[src/rtl/vid_addr_cnt.sv]
`default_nettype none
// ============================================================================
//  Module      : vid_addr_cnt
//  Description : Video fetch address counter. Reloads from the base on frame,
//                advances per display fetch, adds a line offset at end of line.
//  Revision    : 1.0 - initial release
// ============================================================================
module vid_addr_cnt #(
    parameter int ADDR_W = 21,
    parameter int OFF_W  = 8
) (
    input  logic              i_clk32,
    input  logic              i_porb,
    input  logic              i_frame,
    input  logic [ADDR_W-1:0] i_vbase,
    input  logic              i_de,
    input  logic              i_fetch,
    input  logic [OFF_W-1:0]  i_hoff,
    input  logic [2:0]        i_wloc_we,
    input  logic [7:0]        i_wdata,
    output logic [ADDR_W-1:0] o_vid,
    output logic              o_line_end,
    output logic              o_wrapped
);

    localparam int c_SUM_W = ADDR_W + 1;

    typedef enum logic [1:0] {
        S_IDLE = 2'd0,
        S_GAP  = 2'd1,
        S_LINE = 2'd2
    } state_t;

    state_t              r_state;
    state_t              w_state_nxt;
    logic                r_de_q;
    logic [ADDR_W-1:0]   r_vid;
    logic                r_line_end;
    logic                r_wrapped;

    logic                w_de_rise;
    logic                w_de_fall;
    logic [c_SUM_W-1:0]  w_sum;
    logic [ADDR_W-1:0]   w_vid_wr;
    logic [ADDR_W-1:0]   w_vid_nxt;
    logic                w_line_end_nxt;
    logic                w_wrapped_nxt;

    assign w_de_rise = i_de & ~r_de_q;
    assign w_de_fall = ~i_de & r_de_q;

    // One extra bit on the sum catches the carry out of the top of the address.
    assign w_sum = {1'b0, r_vid}
                 + c_SUM_W'(i_fetch)
                 + (w_de_fall ? c_SUM_W'(i_hoff) : c_SUM_W'(0));

    always_comb begin
        w_vid_wr = r_vid;
        if (i_wloc_we[0]) w_vid_wr[6:0]         = i_wdata[7:1];
        if (i_wloc_we[1]) w_vid_wr[14:7]        = i_wdata;
        if (i_wloc_we[2]) w_vid_wr[ADDR_W-1:15] = i_wdata[ADDR_W-16:0];
    end

    always_comb begin
        w_state_nxt    = r_state;
        w_vid_nxt      = r_vid;
        w_line_end_nxt = 1'b0;
        w_wrapped_nxt  = r_wrapped;

        case (r_state)
            S_IDLE:  w_state_nxt = S_IDLE;
            S_GAP:   if (w_de_rise) w_state_nxt = S_LINE;
            S_LINE:  if (w_de_fall) w_state_nxt = S_GAP;
            default: w_state_nxt = S_IDLE;
        endcase

        if (i_frame) begin
            w_state_nxt   = S_GAP;
            w_vid_nxt     = i_vbase;
            w_wrapped_nxt = 1'b0;
        end else if (|i_wloc_we) begin
            w_vid_nxt = w_vid_wr;
        end else if (r_state == S_LINE) begin
            w_vid_nxt      = w_sum[ADDR_W-1:0];
            w_line_end_nxt = w_de_fall;
            if (w_sum[ADDR_W]) w_wrapped_nxt = 1'b1;
        end
    end

    always_ff @(posedge i_clk32 or negedge i_porb) begin
        if (!i_porb) begin
            r_state    <= S_IDLE;
            r_de_q     <= 1'b0;
            r_vid      <= '0;
            r_line_end <= 1'b0;
            r_wrapped  <= 1'b0;
        end else begin
            r_state    <= w_state_nxt;
            r_de_q     <= i_de;
            r_vid      <= w_vid_nxt;
            r_line_end <= w_line_end_nxt;
            r_wrapped  <= w_wrapped_nxt;
        end
    end

    assign o_vid      = r_vid;
    assign o_line_end = r_line_end;
    assign o_wrapped  = r_wrapped;

endmodule
`default_nettype wire
[config.mk]
export PLATFORM = sky130hd
export DESIGN_NAME = vid_addr_cnt
export DESIGN_NICKNAME = d
export VERILOG_FILES = /design/src/rtl/vid_addr_cnt.sv
export SDC_FILE = /design/constraint.sdc
export NUM_CORES = 1
export LEC_CHECK = 0
export CORE_UTILIZATION = 46
export CTS_CLUSTER_DIAMETER = 50
export DETAILED_ROUTE_END_ITERATION = 12
export GPL_ROUTABILITY_DRIVEN = 0
export GPL_TIMING_DRIVEN = 0
export HOLD_SLACK_MARGIN = 0.08
export PLACE_DENSITY = 0.79
export SKIP_CTS_REPAIR_TIMING = 1
export SLEW_MARGIN = 30
export SYNTH_ARGS = -nofsm -noshare
export SYNTH_HDL_FRONTEND = slang
export SYNTH_SLANG_ARGS = --single-unit
export TNS_END_PERCENT = 100
[constraint.sdc]
create_clock -name i_clk32 -period 3.8 [get_ports i_clk32]
set_input_delay 0.76 -clock i_clk32 [delete_from_list [all_inputs] [get_ports i_clk32]]
set_output_delay 0.76 -clock i_clk32 [all_outputs]
set_load 0.03 [all_outputs]
==> results.cfg <==
[yosys]
synthesis.area_mm2 = 0.002067
synthArstFlopShare = 1.000
ys_seq_elements = 26
yosys.cell_count.top_type = sky130_fd_sc_hd__dfrtp_1
synth-edff-count = 0
synthDistinctLibCells = 54
synth.cells.most_frequent = sky130_fd_sc_hd__dfrtp_1, sky130_fd_sc_hd__nand2_1, sky130_fd_sc_hd__o21ai_0
synth_cells = 245
netlist.top_cell.by_area = sky130_fd_sc_hd__dfrtp_1
synthesized_area_per_cell_um2 = 8.437
fraction_of_the_yosys_area_taken_by_sequential_cells = 0.3148
synth.area.top_cells = sky130_fd_sc_hd__dfrtp_1, sky130_fd_sc_hd__o21ai_0, sky130_fd_sc_hd__nand2_1
yosysTopAreaCellShare = 0.3148
synth_flop_cell = sky130_fd_sc_hd__dfrtp_1
ys.warnings.count = 0
synth_nets = 299

[sta]
report.final.setup_viol = 0
worst-slew-pin-transition_ns = 0.9267
max_slew_margin = 0.3769
timing.final.crit_share = 0.9540
final_critical_path_setup_slack_ns = 0.1748
maximum_frequency_from_static_timing_analysis_ghz = 0.2758
timing.clock.skew_ns = 0.003769
post-route-min-period_ns = 3.625
timing.hold.ws_ns = 0.4888
hold_violations = 0
final_number_of_max_transition_violations = 0

[setup_path]
path_depth = 12
critical_path.n_buffers_inverters = 2
first_element_of_the_critical_path = i_de
worst-r2r-cell-count = 11
worst_ep_required_time_ns = 3.98
worstSetupStartpointType = input port
critical-path-max-stage-delay_ns = 0.44
crit_path_cell_trace = clkdlybuf4s50_1 -> nor2b_1 -> buf_4 -> nand2_1 -> fa_1 -> fa_1 -> nor2b_4 -> o31a_1 -> a221o_2 -> nand2_1 -> or3_1 -> o311ai_1
crit_path_top_delay_cell = sky130_fd_sc_hd__clkdlybuf4s50_1
worstSetupPathType = input port to flip-flop
cp_data_arrival_time_ns = 3.80
critical_path.top_delay_family = simple AND/OR/NAND/NOR gates
worstReg2RegStart = r_de_q
crit_path_end_kind = flip-flop
timing.critical_path.fanout_max = 10

[drt]
routed-via-count = 2272
initialDrtViolationCount = 244
drt-pass1-iter-count = 6
drc_violations = 0
routed_wirelength_um = 6337
post_drt_wl_per_cell_um = 17.31
antenna_violating_nets_post_route = 0
via_density = 6.208

[cts]
cts_tree = yes
tritoncts.num_buffers = 3
cts-root-to-sink-buffers = 2
htree_num_levels = 1
clk_root_buffer_cell = sky130_fd_sc_hd__clkbuf_8
clock_pin_slew_on_the_worst_setup_and_hold_paths_ns = 0.10
worst_skew_pair.late_latency_ns = 0.28
cts.sink_count = 26

[power_and_ir_drop]
ir_drop_uv = 143.9
power.static_leakage_nw = 1.175
power_per_cell_area_mw_per_mm2 = 303.5
power_mw = 0.8607

[floorplan]
floorplan.rows = 24
floorplan.initialDensity = 0.4780
design.portCount = 68
core_area_mm2 = 0.004324
die-width_um = 69.04
floorplan.die.height_um = 69.04
die_area_mm2 = 0.004766

[placement]
hpwlAfterDp_um = 4757
total_placed_cells_including_tap_cells = 362
preCtsSetupSlack_ns = -0.3676
place.port_buffers = 65

[global_routing]
grt_pass1_wl_um = 10310
antenna_found_initial = 0
total_routing_usage_gr = 0.2696
number_of_global_route_vias_before_repair = 2190
grt_overflow = 0
grt_max_degree = 27

[layout]
insertedDiodeCount = 0
synthToLayoutAreaGrowth_pct = 37.23
final_layout_size_suffix_gt1_frac = 0.06369
n_fill_cell = 411
fin_cells = 366
nets_final = 369

[worst_hold_path]
min_path_type = input port to asynchronous set/reset pin

[job]
maxCapViolations = 0

[run_status]
run_status = finished clean
## worst reg2reg max path, delay by kind of cell, from the launching register on
kind | cells | cell delay, ns
buffers and inverters | 1 | 0.19
AOI/OAI and AO/OA | 3 | 0.69
and+or+nand+nor | 5 | 0.89
adders and majority gates | 2 | 0.84
DFF | 1 | 0.36
## report_power, final
part           leakage (nW)  internal, mW  switching, mW
sequential            0.316         0.304         0.0321
clock                0.0288        0.0931          0.101
combinational         0.831         0.155          0.175
total                  1.17         0.552          0.309
## area by class of cell
cell class / instances / area [um2] / area share
repair buffers: 65 / 645.6 / 0.2276
well taps: 52 / 65.06 / 0.02294
inverters: 8 / 30.03 / 0.01059
flip-flops and latches: 26 / 650.6 / 0.2294
plain buffers: 12 / 55.05 / 0.01941
multi-input cells: 199 / 1335 / 0.4707
clock buffers: 4 / 55.05 / 0.01941
## sequential cells by signal, summed over array words and instances (netlist names)
register and cells:
o_line_end 1, o_vid 21, o_wrapped 1, r_de_q 1, r_state 2
## layout by cell type (no fill, tap or decap), types with 3 or more instances in the layout
master | synthesis | layout
sky130_fd_sc_hd__clkbuf_1 | 6 | 5
sky130_fd_sc_hd__o21a_1 | 4 | 4
sky130_fd_sc_hd__and3_1 | 7 | 7
sky130_fd_sc_hd__a21oi_1 | 11 | 11
sky130_fd_sc_hd__and2_1 | 9 | 9
sky130_fd_sc_hd__inv_1 | 7 | 7
sky130_fd_sc_hd__o31ai_1 | 5 | 5
sky130_fd_sc_hd__nor2b_1 | 4 | 4
sky130_fd_sc_hd__o211ai_1 | 4 | 4
sky130_fd_sc_hd__nor3_1 | 6 | 6
sky130_fd_sc_hd__clkdlybuf4s50_1 | 0 | 64
sky130_fd_sc_hd__ha_1 | 7 | 7
sky130_fd_sc_hd__a31oi_1 | 6 | 6
sky130_fd_sc_hd__buf_2 | 5 | 6
sky130_fd_sc_hd__dfrtp_1 | 26 | 26
sky130_fd_sc_hd__nand2b_1 | 6 | 6
sky130_fd_sc_hd__or3_1 | 3 | 3
sky130_fd_sc_hd__xor2_1 | 3 | 3
sky130_fd_sc_hd__o31a_1 | 4 | 4
sky130_fd_sc_hd__a22oi_1 | 8 | 8
sky130_fd_sc_hd__clkbuf_8 | 0 | 4
sky130_fd_sc_hd__a22o_1 | 3 | 3
sky130_fd_sc_hd__nand3_1 | 5 | 5
sky130_fd_sc_hd__nand2_1 | 24 | 24
sky130_fd_sc_hd__o21ai_0 | 20 | 20
sky130_fd_sc_hd__nor2_1 | 16 | 16
sky130_fd_sc_hd__a21o_1 | 6 | 6
## final timing paths
path                       slack, ns         end
setup / recovery                0.17   o_vid[14]
hold / removal                  0.49  r_state[1]
setup reg to reg                0.72   o_vid[14]
hold reg to reg                 0.51   o_wrapped
max in group asynchronous       2.90    o_vid[7]
min in group i_clk32            0.51   o_wrapped
## per-stage QoR
step / util / TNS (ns) / area [um2]
finish: 0.6560 / 0 / 2836
global route: 0.6560 / -0.0007239 / 2836
CTS: 0.6551 / -0.07493 / 2833
detailed placement: 0.6424 / -0.7067 / 2778
global placement: 0.6435 / -0.4343 / 2783
floorplan: - / 0 / 2067
## layer usage
| metal | global-route usage | part of all wire |
|---|---|---|
| met5 | 0 | 0 |
| met4 | 0.07710 | 0.020 |
| met3 | 0.03655 | 0.070 |
| met2 | 0.4531 | 0.48 |
| met1 | 0.3612 | 0.43 |
## logic make-up after synthesis
logic type	after synthesis	synth area share
muxes	3	0.01574
AOI/OAI and AO/OA	92	0.3136
xor gates and xnor gates	3	0.01271
and+or+nand+nor	92	0.2421
buffers and inverters	20	0.03934
adders and majority gates	9	0.06174
DFF	26	0.3148
(Power assumes the default switching activity.)
